**src/rtl/ddr_wr_arb.sv**
```systemverilog
// Two-requester round-robin arbiter that forwards one BLEN-word write burst to a DDR write master.
// Optional sticky drop-error output enabled by defining DDR_WR_ARB_ERR_EN.
module ddr_wr_arb #(
    parameter int unsigned BLEN = 16
) (
    input  logic        clk,
    input  logic        rst_n,
    input  logic        enb,
    input  logic        req0,
    input  logic        req1,
    output logic        ack0,
    output logic        ack1,
    input  logic [31:0] dout0,
    input  logic [31:0] dout1,
    input  logic [3:0]  strb0,
    input  logic [3:0]  strb1,
    input  logic        vout0,
    input  logic        vout1,
    output logic        ddr_req,
    input  logic        ddr_ack,
    output logic [31:0] ddr_dout,
    output logic [3:0]  ddr_strb,
    output logic        ddr_vout,
    output logic        busy
`ifdef DDR_WR_ARB_ERR_EN
    ,
    output logic        err
`endif
);

    typedef enum logic [1:0] {
        IDLE,
        GRANT,
        XFER
    } state_t;

    localparam logic [8:0] LAST_IDX = 9'(BLEN - 1);

    state_t      state, state_nxt;
    logic        gnt, gnt_nxt;
    logic        last_gnt;
    logic [8:0]  cnt;
    logic        g_vout;
    logic [31:0] g_dout;
    logic [3:0]  g_strb;
    logic        fwd;
    logic        ack_hit;

    // Data path of whichever requester currently holds the grant.
    assign g_vout  = gnt ? vout1 : vout0;
    assign g_dout  = gnt ? dout1 : dout0;
    assign g_strb  = gnt ? strb1 : strb0;
    assign fwd     = (state == XFER) && g_vout;
    assign ack_hit = (state == GRANT) && ddr_ack;

    assign ack0 = ack_hit && !gnt;
    assign ack1 = ack_hit && gnt;
    assign busy = (state != IDLE);

    // NOTE: every signal driven here gets a default first so no latch is inferred on idle paths.
    always_comb begin
        state_nxt = state;
        gnt_nxt   = gnt;
        case (state)
            IDLE: begin
                if (enb && (req0 || req1)) begin
                    state_nxt = GRANT;
                    // On a tie the requester that was not served last wins.
                    gnt_nxt   = (req0 && req1) ? ~last_gnt : req1;
                end
            end
            GRANT: begin
                if (ddr_ack) state_nxt = XFER;
            end
            XFER: begin
                if (g_vout && (cnt == LAST_IDX)) state_nxt = IDLE;
            end
            default: state_nxt = IDLE;
        endcase
    end

    // NOTE: state registers use non-blocking assignments so all flops update from pre-edge values.
    always_ff @(posedge clk or negedge rst_n) begin
        if (!rst_n) begin
            state    <= IDLE;
            gnt      <= 1'b0;
            last_gnt <= 1'b1;
            ddr_req  <= 1'b0;
            cnt      <= '0;
        end else begin
            state   <= state_nxt;
            gnt     <= gnt_nxt;
            ddr_req <= (state_nxt == GRANT);
            if (ack_hit) begin
                last_gnt <= gnt;
                cnt      <= '0;
            end else if (fwd) begin
                cnt <= cnt + 9'd1;
            end
        end
    end

    // Forwarded beat lags the requester by one cycle; non-granted beats are squashed to zero.
    always_ff @(posedge clk or negedge rst_n) begin
        if (!rst_n) begin
            ddr_vout <= 1'b0;
            ddr_dout <= '0;
            ddr_strb <= '0;
        end else begin
            ddr_vout <= fwd;
            ddr_dout <= fwd ? g_dout : '0;
            ddr_strb <= fwd ? g_strb : '0;
        end
    end

`ifdef DDR_WR_ARB_ERR_EN
    logic drop;

    assign drop = (state == XFER) ? (gnt ? vout0 : vout1) : (vout0 || vout1);

    always_ff @(posedge clk or negedge rst_n) begin
        if (!rst_n) begin
            err <= 1'b0;
        end else if (!enb) begin
            err <= 1'b0;
        end else if (drop) begin
            err <= 1'b1;
        end
    end
`endif

endmodule

```
**config.mk**
```make
export PLATFORM = sky130hd
export DESIGN_NAME = ddr_wr_arb
export DESIGN_NICKNAME = d
export VERILOG_FILES = /design/src/rtl/ddr_wr_arb.sv
export SDC_FILE = /design/constraint.sdc
export NUM_CORES = 1
export LEC_CHECK = 0
export BUFFER_PORTS_ARGS = -buffer_cell sky130_fd_sc_hd__buf_2
export CELL_PAD_IN_SITES_DETAIL_PLACEMENT = 1
export CELL_PAD_IN_SITES_GLOBAL_PLACEMENT = 1
export CORE_AREA = 2 2 86 96
export DETAILED_ROUTE_END_ITERATION = 16
export DIE_AREA = 0 0 88 98
export PLACE_DENSITY = 0.82
export SETUP_SLACK_MARGIN = 0.05
export SYNTH_ARGS = -nofsm -noshare
export SYNTH_HDL_FRONTEND = slang
export SYNTH_SLANG_ARGS = --single-unit
```
**constraint.sdc**
```tcl
create_clock -name clk -period 1.7 [get_ports clk]
set_clock_uncertainty 0.15 [all_clocks]
set_input_delay 0.34 -clock clk [delete_from_list [all_inputs] [get_ports clk]]
set_output_delay 0.34 -clock clk [all_outputs]
set_load 0.1 [all_outputs]
```
==> impl_results.md, run 1 <==
* Largest delay contributor family on the critical path: simple AND/OR/NAND/NOR gates
* Final standard cell area without fillers at between 0.003 and 0.004 mm2
* Bufs and invs on worst path at 1
* Per-cell via count in the routed design at approximately 4.5
* Critical path startpoint category: register
* Met3 layer wire length in the routed design at approximately 380 um
* YS warnings at 0
* Dominant cells by area after synthesis: dfrtp_1 (58%), mux2i_1 (19%), nor2_1 (7.7%), nand2_1 (1.6%), dfstp_2 (1.2%)
* Worst hold path stage count at 3
* Global placer's final weighted congestion at approximately 0.8
* Std-Cell Core Area at approximately 0.0077 mm2
* Global-route total usage across every layer at 0.155
* Metal1 wirelength at between 2000 and 3000 um
* Power Density at approximately 1800 mW/mm2
* Final worst-path setup slack at -0.139 ns
* Mapped Cells at ~190
* Most frequent cell after synthesis: dfrtp_1
* Antenna cells at 0
* Required time worst endpoint at between 1 and 1.5 ns
* Launch instance of the worst register-to-register path: gnt
* Largest voltage drop on the vdd net at between 0.6 and 0.7 mV
* Layout Nets at approximately 410
* Cell type with the highest aggregate area in the netlist: dfrtp_1
* Final core occ at 0.440
* Final HPWL DP at between 4000 and 5000 um
* Number of I/O pins at around 120
* Cell Count Post-Placement at between 400 and 500
* Hold Worst Slack at 0.111 ns
* Unrepaired setup endpoints after global routing: yes
* Count of TritonRoute iterations in the first routing pass at 4
* Post-synth top flop: dfrtp_1
* Die height at roughly 98 um
* Number of design rule violations left after detail routing at 0
* Setup-failing EPs final at 4
* H-Tree Level Count at 2
* Worst hold path class: in2reg
* Count of different cell masters after synthesis at 29
* DRC marker count from the first detailed-route iteration at 62
* Vias in the first global route at 2081
* Final max-slew violation count at 0
* Count of filler cells inserted in the layout at 878
* Highest cell delay on the worst timing path at slightly above 0.4 ns
* Highest metal layer with signal wires: met4
* Number of nets produced by synthesis at around 270
* Final Hold Fails at 0
* End of the worst register-to-register path: cnt[8]
* Register-to-Register Path Depth at 4
* Data arrival at the endpoint of the critical path at ~1.4 ns
* Proportion of layout cells with a drive suffix above 1 at 0.514
* Slew Limit Headroom at 0.666
* Hold path start: dout1[26]
* Combined area of all synthesized cells at approximately 0.0021 mm2
* Number of rows in the core area at 34
* Number of maximum-capacitance violations at 0
* Placed cell area at approximately 0.003 mm2
* Root buffer cell: clkbuf_8
* Transition time of the tightest slew-check pin at 0.505 ns
* Leakage dissipation at 1.90 nW
* Logic gate share of total power at 0.563
* Antenna viol nets, final at 0
* Fraction of the cycle the final worst path needs at 1.08
* NetSw at 2.83 mW
* Met2 Wirelength at about 3800 um
* Area added between synthesis and finish at 57.8%
* Switching share of power at 0.474
* Destination of the worst hold path: ddr_dout[26]
* Wire length of the first global-routing pass at 10200 um
* Leading cell types by count after synthesis: dfrtp_1 (50), nor2_1 (44), mux2i_1 (40)
* Proportion of power drawn by the clock network at 0.173
* Int Power at about 3.1 mW
* Final Routed Wirelength at around 6700 um
* Achievable clock frequency at between 0.5 and 0.6 GHz
* Post-CTS clock slew at the launch and capture registers of the worst setup and hold paths at 0.11 ns
* R2r setup slk at -0.02 ns
* Area share of the largest cell type after synthesis at 0.583
* Critical setup path kind: reg2out
* Quantity of I/O buffers inserted on ports at 120
* Buffers from clock root to sink, at most at 2
* Die footprint at roughly 0.0086 mm2
* CTS sink count at 51
* Synth Area per Inst at between 10 and 15 um2
* Routed length per placed instance at 15.5 um
* Nature of the critical path endpoint: primary output
* Initial antenna violation count at 0
* Pin count of the biggest net entering global routing at 26
* Portion of the post-synthesis area used by sequential elements at 0.595
* EDFF count, synth at 0
* Overflow left after global routing at 0
* #FFs+latches synth at 51
* Failing checks: setup timing
* Sequential group share of total power at 0.264
* Async SR Flop Fraction at 1.00
* Shortest clock period the worst path allows after layout at 1.84 ns
* Worst path cell trace: nand2_2 > or2_4 > nor2_4 > buf_12
* Die extent in x at around 90 um
* Total clock buffers created by CTS at 5
* Initial standard-cell utilization of the core at 0.279
* CP max-delay cell: dfrtp_1
* Final cell count without fillers at between 400 and 500
* Worst skew pair latency at roughly 0.31 ns
* Status: finished, violations left
* Vias at 1945
* CTS tree: built
* Highest fanout seen on the critical path at 4
* Accumulated negative setup slack at -0.312 ns
## area by class of cell
| type | instances | area [um2] | area share |
|---|---|---|---|
| clock inverters | 3 | 71.3 | 0.0210 |
| flip-flops and latches | 51 | 1280 | 0.377 |
| clock buffers | 5 | 68.8 | 0.0203 |
| well taps | 108 | 135 | 0.0399 |
| inverters | 2 | 7.51 | 0.00222 |
| repair buffers | 142 | 931 | 0.275 |
| multi-input cells | 124 | 896 | 0.264 |
## placed cells by master, fill, tap and decap left out, types with 2 or more instances in the layout
master and count:
o21ai_0 2, nor2_1 41, bufinv_16 2, clkbuf_8 5
o31ai_1 2, or2_4 2, buf_4 14, buf_2 117
xnor2_1 3, mux2i_1 39, bufbuf_16 2, nand2_1 8
dfrtp_1 49, nor2_2 2, nand3_1 4, buf_12 7
## worst register-to-register path, stage by stage (launching register included)
cell and delay, ns:
dfrtp_2 0.46, mux2i_4 0.21, or2_4 0.30, or4_4 0.43
a21oi_2 0.12
## layer usage
metal / GRT usage / vias up
li1: - / 903
met5: 0 / -
met4: 0.0284 / 0
met1: 0.172 / 969
met3: 0.0406 / 5
met2: 0.293 / 68
## timing repair
item	CTS	global route
hold buffers	1	0
cloned	2	1
endpoints found under the setup margin	9	12
setup buffers	5	5
pin swaps	2	5
hold endpoints to repair	8	0
gates resized for setup	4	14
## kinds of logic after synthesis
| group | after synthesis | share of synthesized area |
|---|---|---|
| AND/OR/NAND/NOR | 70 | 0.142 |
| XOR/XNOR | 3 | 0.0122 |
| buffers and inverters | 13 | 0.0251 |
| adder cells (fa/ha/maj) | 1 | 0.00583 |
| flip-flops | 51 | 0.595 |
| multiplexers | 41 | 0.192 |
| AO/OA/AOI/OAI | 9 | 0.0280 |
## worst max-delay path by stage
stage,from,cells past startpoint,endpoint
floorplan,state[1],3,ack0
global placement,gnt,4,cnt[8]
detailed placement,gnt,4,cnt[8]
CTS,state[0],4,ack0
global route,state[0],4,ack1
finish,state[0],4,ack0
## registers in the layout, indices dropped and copies added (netlist names)
signal,cells
cnt,9
ddr_req,1
state,2
last_gnt,1
ddr_dout,32
ddr_vout,1
ddr_strb,4
gnt,1
## power groups by stage
| stage | clock, mW | combinational, mW | sequential, mW |
|---|---|---|---|
| after floorplan | 0 | 1.04 | 2.81 |
| after global placement | 0 | 2.80 | 1.59 |
| after detailed placement | 0 | 2.85 | 1.61 |
| after CTS | 1.06 | 3.20 | 1.57 |
| after global routing | 1.11 | 3.51 | 1.61 |
| final | 1.04 | 3.36 | 1.58 |
## through the flow
step | worst slack, ns | power [mW]
final | -0.139 | 5.97
after global routing | -0.198 | 6.23
after CTS | -0.141 | 5.83
after detailed placement | -0.0142 | 4.45
after global placement | 0.0434 | 4.39
after floorplan | -0.0737 | 3.85
(Power assumes the default switching activity.)
==> run 2, diff against run 1 <==
ABC_AREA = 1   (was not set)
CORE_AREA = 2 2 88 98   (was 2 2 86 96)
DIE_AREA = 0 0 90 100   (was 0 0 88 98)
PLACE_DENSITY = 0.83   (was 0.82)
==> run 2 against run 1 <==
Net effect:
- largest power group unchanged
- the run now ends clean
- cell count rose by 16%
- sequential power barely moved
- non-clock buffer count fell by 6
- clock-buffer cell count rose by 3
- synthesized cell count rose by 39%
- via count rose by 16%
- worst hold slack improved by 0.0071 ns
- critical path type unchanged
- die area rose by 4.4%
- final area fell by 4.6%
- largest cell class unchanged
==> impl_results.md, run 2 <==
* Status: completed
* Final HPWL DP at 5390 um (+17%)
* Buffers from clock root to sink, at most at 2 (unchanged)
* Final max-slew violation count at 0 (unchanged)
* Area added between synthesis and finish at 47.0%
* Top flop regs: ddr_dout (32), cnt (9), ddr_strb (4)
* Accumulated negative setup slack at 0 ns (+0.312 ns)
* Antenna viol nets, final at 0 (unchanged)
* Final Routed Wirelength at 7040 um (+4.5%)
* Wire length of the first global-routing pass at 11600 um (+14%)
* Unrepaired setup endpoints after global routing: yes
* Die height at 100 um (+2.0%)
* Count of different cell masters after synthesis at 22 (-24%)
* Placed cell area at 0.00305 mm2 (+2.4%)
* Hold Worst Slack at 0.118 ns (+0.00712 ns)
* Critical setup path kind: reg2out
* H-Tree Level Count at 2 (unchanged)
* Vias at 2255 (+16%)
* Post-synth top flop: dfrtp_1
* Achievable clock frequency at 0.601 GHz (+10%)
* Portion of the post-synthesis area used by sequential elements at 0.581 (-0.0142)
* Worst skew pair latency at 0.29 ns (-0.02 ns)
* Setup-failing EPs final at 0 (-4)
* Most common library cell in the layout ignoring fill and taps: buf_2
* Slew Limit Headroom at 0.648 (-0.0179)
* Leakage dissipation at 1.78 nW (-6.2%)
* Antenna cells at 0 (unchanged)
* Per-cell via count in the routed design at 4.48 (+0.26%)
* Pin count of the biggest net entering global routing at 27 (+3.8%)
* Synth Area per Inst at 8.43 um2 (-26%)
* End of the worst register-to-register path: ddr_dout[29]
* Critical path startpoint: state[1]
* Cell Count Post-Placement at 489 (+18%)
* Leading cell types in the layout, fill and taps excluded: buf_2 (117), nand2_1 (108), dfrtp_1 (48), a21oi_1 (37), buf_4 (12)
* #FFs+latches synth at 51 (unchanged)
* DRC marker count from the first detailed-route iteration at 73 (+18%)
* Total clock buffers created by CTS at 5 (unchanged)
* Number of design rule violations left after detail routing at 0 (unchanged)
* Count of filler cells inserted in the layout at 1036 (+18%)
* Biggest register: ddr_dout
* Layout Nets at 472 (+16%)
* Count of TritonRoute iterations in the first routing pass at 4 (unchanged)
* Combined area of all synthesized cells at 0.00220 mm2 (+2.4%)
* Final Hold Fails at 0 (unchanged)
* YS warnings at 0 (unchanged)
* Leading cell types by count after synthesis: nand2_1 (108), dfrtp_1 (50), a21oi_1 (37)
* Nature of the critical path endpoint: primary output
* Routed length per placed instance at 14.0 um (-9.7%)
* Transition time of the tightest slew-check pin at 0.532 ns (+0.0271 ns)
* Initial antenna violation count at 0 (unchanged)
* Most frequent cell after synthesis: nand2_1
* Mapped Cells at 261 (+39%)
* Root buffer cell: clkbuf_8
* Overflow left after global routing at 0 (unchanged)
* Final standard cell area without fillers at 0.00323 mm2 (-4.6%)
* Initial standard-cell utilization of the core at 0.270 (-0.00880)
* Critical path startpoint category: register
* CP max-delay cell: dfrtp_1
* Cell type with the highest aggregate area in the netlist: dfrtp_1
* Async SR Flop Fraction at 1.00 (unchanged)
* Launch instance of the worst register-to-register path: state[1]
* Worst hold path class: in2reg
* Die footprint at 0.00900 mm2 (+4.4%)
* Vias in the first global route at 2437 (+17%)
* Required time worst endpoint at 1.21 ns (about the same)
* CTS sink count at 51 (unchanged)
* Worst path cell trace: inv_2 > nand3_4 > nor2_4 > buf_12
* Area share of the largest cell type after synthesis at 0.569 (-0.0139)
* Shortest clock period the worst path allows after layout at 1.67 ns (-0.174 ns)
* Dominant cells by area after synthesis: dfrtp_1 (57%), nand2_1 (18%), a21oi_1 (8.4%), nor2_1 (1.9%), nand3_1 (1.8%)
* EDFF count, synth at 0 (unchanged)
* CTS tree: built
* Worst Setup EP: ack0
* Total design power at 5.26 mW (-12%)
* Register-to-Register Path Depth at 7 (+3)
* Quantity of I/O buffers inserted on ports at 120 (unchanged)
* Number of I/O pins at 121 (unchanged)
* Number of nets produced by synthesis at 342 (+27%)
* Proportion of layout cells with a drive suffix above 1 at 0.398 (-0.116)
* Highest cell delay on the worst timing path at 0.40 ns (about the same)
* Hold path start: dout0[3]
* Data arrival at the endpoint of the critical path at 1.18 ns (-0.17 ns)
* Post-CTS clock slew at the launch and capture registers of the worst setup and hold paths at 0.10 ns (about the same)
* Max FFs per register at 32 (unchanged)
* Die extent in x at 90 um (+2.3%)
* Number of maximum-capacitance violations at 0 (unchanged)
* R2r setup slk at 0.16 ns (+0.18 ns)
* Global placer's final weighted congestion at 0.801 (-1.5%)
* Fraction of the cycle the final worst path needs at 0.979 (-0.102)
* Largest voltage drop on the vdd net at 0.465 mV (-25%)
* Std-Cell Core Area at 0.00815 mm2 (+5.8%)
* Power Density at 1630 mW/mm2 (-7.7%)
* Final cell count without fillers at 503 (+16%)
* Highest fanout seen on the critical path at 3 (-1)
* Number of rows in the core area at 35 (+2.9%)
* Global-route total usage across every layer at 0.160 (+0.00464)
==> run 2: layer usage <==
layer | part of all wire | track usage | vias up | routed length [um]
li1 | - | - | 1093 | -
met4 | 0.017 | 0.0509 | 0 | 117
met1 | 0.40 | 0.189 | 1093 | 2820
met5 | 0 | 0 | - | 0
met3 | 0.039 | 0.0255 | 8 | 273
met2 | 0.54 | 0.297 | 61 | 3830
==> run 2: metrics by stage <==
stage / util / setup slack [ns]
CTS: 0.393 / 0.0187
detailed placement: 0.375 / 0.0886
finish: 0.397 / 0.0350
global placement: 0.375 / 0.216
floorplan: - / -0.00208
global route: 0.397 / -0.0255
==> run 2: cells by family after synthesis <==
kind of cell               Yosys count  synth area share
DFF                                 51             0.581
adders and majority gates            1           0.00569
buffers and inverters               25            0.0501
and+or+nand+nor                    134             0.241
xor gates and xnor gates             1           0.00398
AOI/OAI and AO/OA                   49             0.119
==> run 2: timing repair <==
item                       4_1_cts  5_1_grt
setup buffers                    3        2
setup endpoints to repair        3       23
pin swaps                        1        1
hold endpoints to repair        15        0
resized for setup                7        4
hold buffers                     1        0
==> run 2: worst min path at each step <==
stage	end	depth (start not counted)
2_1_floorplan	cnt[0]	0
3_3_place_gp	ddr_dout[6]	1
3_5_place_dp	ddr_dout[6]	1
4_1_cts	ddr_dout[3]	3
5_1_grt	ddr_dout[15]	3
6_report	ddr_dout[3]	3
==> run 2: cell type report <==
cell class              count  area [um2]  share of cell area
clock buffers               8         100              0.0310
inverters                  12        47.5              0.0147
multi-input cells         185         861               0.266
flip-flops and latches     51        1280               0.396
well taps                 111         139              0.0430
repair buffers            136         806               0.249
==> run 2: power breakdown <==
part	leakage [nW]	switching (mW)	internal, mW	total [mW]
registers	0.693	0.154	1.46	1.61
clock network	0.0515	0.402	0.373	0.775
logic	1.04	2.20	0.679	2.87
total	1.78	2.75	2.51	5.26
==> run 2: worst max-delay path, delay by kind of cell (launching register included) <==
kind,cells,cell delay [ns]
flops,1,0.40
buf+inv,2,0.25
simple gates,2,0.23
==> run 3, diff against run 2 <==
ABC_AREA = not set   (was 1)
CELL_PAD_IN_SITES_DETAIL_PLACEMENT = not set   (was 1)
CELL_PAD_IN_SITES_GLOBAL_PLACEMENT = not set   (was 1)
CORE_AREA = 2 2 74 83   (was 2 2 88 98)
DIE_AREA = 0 0 76 85   (was 0 0 90 100)
PLACE_DENSITY = 0.82   (was 0.83)
TNS_END_PERCENT = 1   (was not set)
==> run 3 against run 2 <==
Net effect:
- the flow now finishes with violations (setup timing)
- power increased by 5.5%
- routed wire length shrank 24%
- critical path type is now reg2reg
- sequential power decreased by 2%
==> impl_results.md, run 3 (same netlist as run 1, synthesis figures left out) <==
* Status: finished, violations left
* Failing checks: setup timing
* Initial antenna violation count at 0 (unchanged)
* CTS sink count at 51 (unchanged)
* Buffers from clock root to sink, at most at 2 (unchanged)
* Die footprint at 0.00646 mm2 (-28%)
* Accumulated negative setup slack at -0.334 ns (-0.334 ns)
* Met3 layer wire length in the routed design at 274 um (+0.37%)
* Critical path startpoint category: register
* Required time worst endpoint at 1.78 ns (+0.57 ns)
* Routed length per placed instance at 13.3 um (-4.7%)
* Highest metal layer with signal wires: met4
* Setup slack at placement at -0.0157 ns (-0.104 ns)
* CTS tree: built
* Fraction of the cycle the final worst path needs at 1.08 (+0.101)
* Shortest clock period the worst path allows after layout at 1.84 ns (+0.171 ns)
* Area added between synthesis and finish at 48.9%
* H-Tree Level Count at 2 (unchanged)
* Slew Limit Headroom at 0.668 (+0.0202)
* Highest fanout seen on the critical path at 4 (+1)
* Largest voltage drop on the vdd net at 0.881 mV (+89%)
* Antenna cells at 0 (unchanged)
* Pin count of the biggest net entering global routing at 52 (+93%)
* Number of rows in the core area at 29 (-17%)
* Quantity of I/O buffers inserted on ports at 120 (unchanged)
* Final Routed Wirelength at 5320 um (-24%)
* Overflow left after global routing at 0 (unchanged)
* R2r setup slk at -0.14 ns (-0.30 ns)
* Initial standard-cell utilization of the core at 0.382 (+0.112)
* Critical setup path kind: reg2reg
* Worst skew pair latency at 0.30 ns (about the same)
* Final worst-path setup slack at -0.136 ns (-0.171 ns)
* End of the worst register-to-register path: cnt[8]
* Final max-slew violation count at 0 (unchanged)
* Die extent in x at 76 um (-16%)
* Setup-failing EPs final at 4 (+4)
* Worst Setup EP: cnt[8]
* Worst hold path class: in2reg
* Register-to-Register Path Depth at 5 (-2)
* Global placer's final weighted congestion at 0.756 (-5.6%)
* Std-Cell Core Area at 0.00562 mm2 (-31%)
* Per-cell via count in the routed design at 4.56 (+1.8%)
* Global-route total usage across every layer at 0.167 (+0.00719)
* Number of I/O pins at 121 (unchanged)
* Achievable clock frequency at 0.545 GHz (-9.3%)
* Metal1 wirelength at 2020 um (-28%)
* DRC marker count from the first detailed-route iteration at 81 (+11%)
* Top flop regs: ddr_dout (32), cnt (9), ddr_strb (4)
* Vias in the first global route at 1875 (-23%)
* Die height at 85 um (-15%)
* Power Density at 1740 mW/mm2 (+6.7%)
* Data arrival at the endpoint of the critical path at 1.92 ns (+0.74 ns)
* Unrepaired setup endpoints after global routing: yes
* Max FFs per register at 32 (unchanged)
* Critical path startpoint: gnt
* Post-CTS clock slew at the launch and capture registers of the worst setup and hold paths at 0.09 ns (about the same)
* Launch instance of the worst register-to-register path: gnt
* Nature of the critical path endpoint: register
* Number of maximum-capacitance violations at 0 (unchanged)
* Vias at 1821 (-19%)
* Final HPWL DP at 3780 um (-30%)
* Leading cell types in the layout, fill and taps excluded: buf_2 (117), dfrtp_1 (49), nor2_1 (42), mux2i_1 (40), buf_4 (11)
* Wire length of the first global-routing pass at 8470 um (-27%)
* Met2 Wirelength at 2940 um (-23%)
* Total clock buffers created by CTS at 5 (unchanged)
* Leakage dissipation at 1.83 nW (+2.7%)
* Final Hold Fails at 0 (unchanged)
* Antenna viol nets, final at 0 (unchanged)
* Proportion of layout cells with a drive suffix above 1 at 0.481 (+0.0834)
* Layout Nets at 402 (-15%)
* Count of TritonRoute iterations in the first routing pass at 4 (unchanged)
* Number of design rule violations left after detail routing at 0 (unchanged)
* Transition time of the tightest slew-check pin at 0.501 ns (-0.0306 ns)
* Most common library cell in the layout ignoring fill and taps: buf_2
* Root buffer cell: clkbuf_8
* Biggest register: ddr_dout
-- run 3: cell count changes in the layout (fill, tap and decap cells not counted), moves of 3 or more --
cell / previous run / this run
a21oi_1: 37 / 2
inv_2: 3 / 0
nand2_1: 108 / 8
mux2i_1: 0 / 40
nor2_1: 7 / 42
xnor2_1: 0 / 3
o21ai_1: 4 / 0
inv_1: 8 / 2
nand4_1: 6 / 1
-- run 3: cell type report --
class	instances	area [um2]
fillers	493	2430
flip-flops and latches	51	1280
multi-input cells	124	852
repair buffers	137	850
well taps	77	96.3
clock buffers	5	68.8
clock inverters	3	43.8
inverters	2	7.51
-- run 3: worst min-delay path by stage --
stage / end / cells after the start / from
4_1_cts: ddr_strb[0] / 3 / strb0[0]
3_3_place_gp: ddr_dout[3] / 2 / rst_n
3_5_place_dp: ddr_dout[3] / 2 / rst_n
2_1_floorplan: cnt[0] / 0 / rst_n
6_report: ddr_strb[0] / 3 / strb0[0]
5_1_grt: ddr_dout[12] / 3 / dout0[12]
-- run 3: report_power, final --
group          internal (mW)  switching, mW  total (mW)
clock                  0.438          0.385       0.823
sequential              1.45          0.115        1.57
combinational          0.981           2.18        3.16
-- run 3: through the flow --
stage                     hold WS, ns  instance area [um2]  utilization  total power, mW  cells
after detailed placement        0.202                 2930        0.521             4.41    383
after global placement          0.201                 2930        0.521             4.35    383
after CTS                       0.112                 3140        0.558             5.50    396
final                           0.121                 3200        0.568             5.55    399
after global routing            0.128                 3200        0.568             5.81    399
after floorplan                -0.106                 2180            -             3.84    188
-- run 3: what timing repair did --
item | in CTS | in global routing
resized for setup | 7 | 8
gates cloned | 1 | 0
setup endpoints to repair | 5 | 32
hold endpoints to repair | 50 | 0
buffers inserted | 3 | 3
hold buffers | 1 | 0
pin swaps | 3 | 0
-- run 3: per-layer routing --
layer / global-route usage / vias up
met5: 0 / -
met4: 0.0645 / 0
met3: 0.0330 / 8
met2: 0.321 / 66
met1: 0.180 / 852
li1: - / 895
-- run 3: critical path, cell delays in order, from the launching register on --
cell     delay, ns
dfrtp_2       0.44
buf_4         0.14
mux2i_1       0.12
or2_1         0.28
or4_1         0.48
a21oi_1       0.15
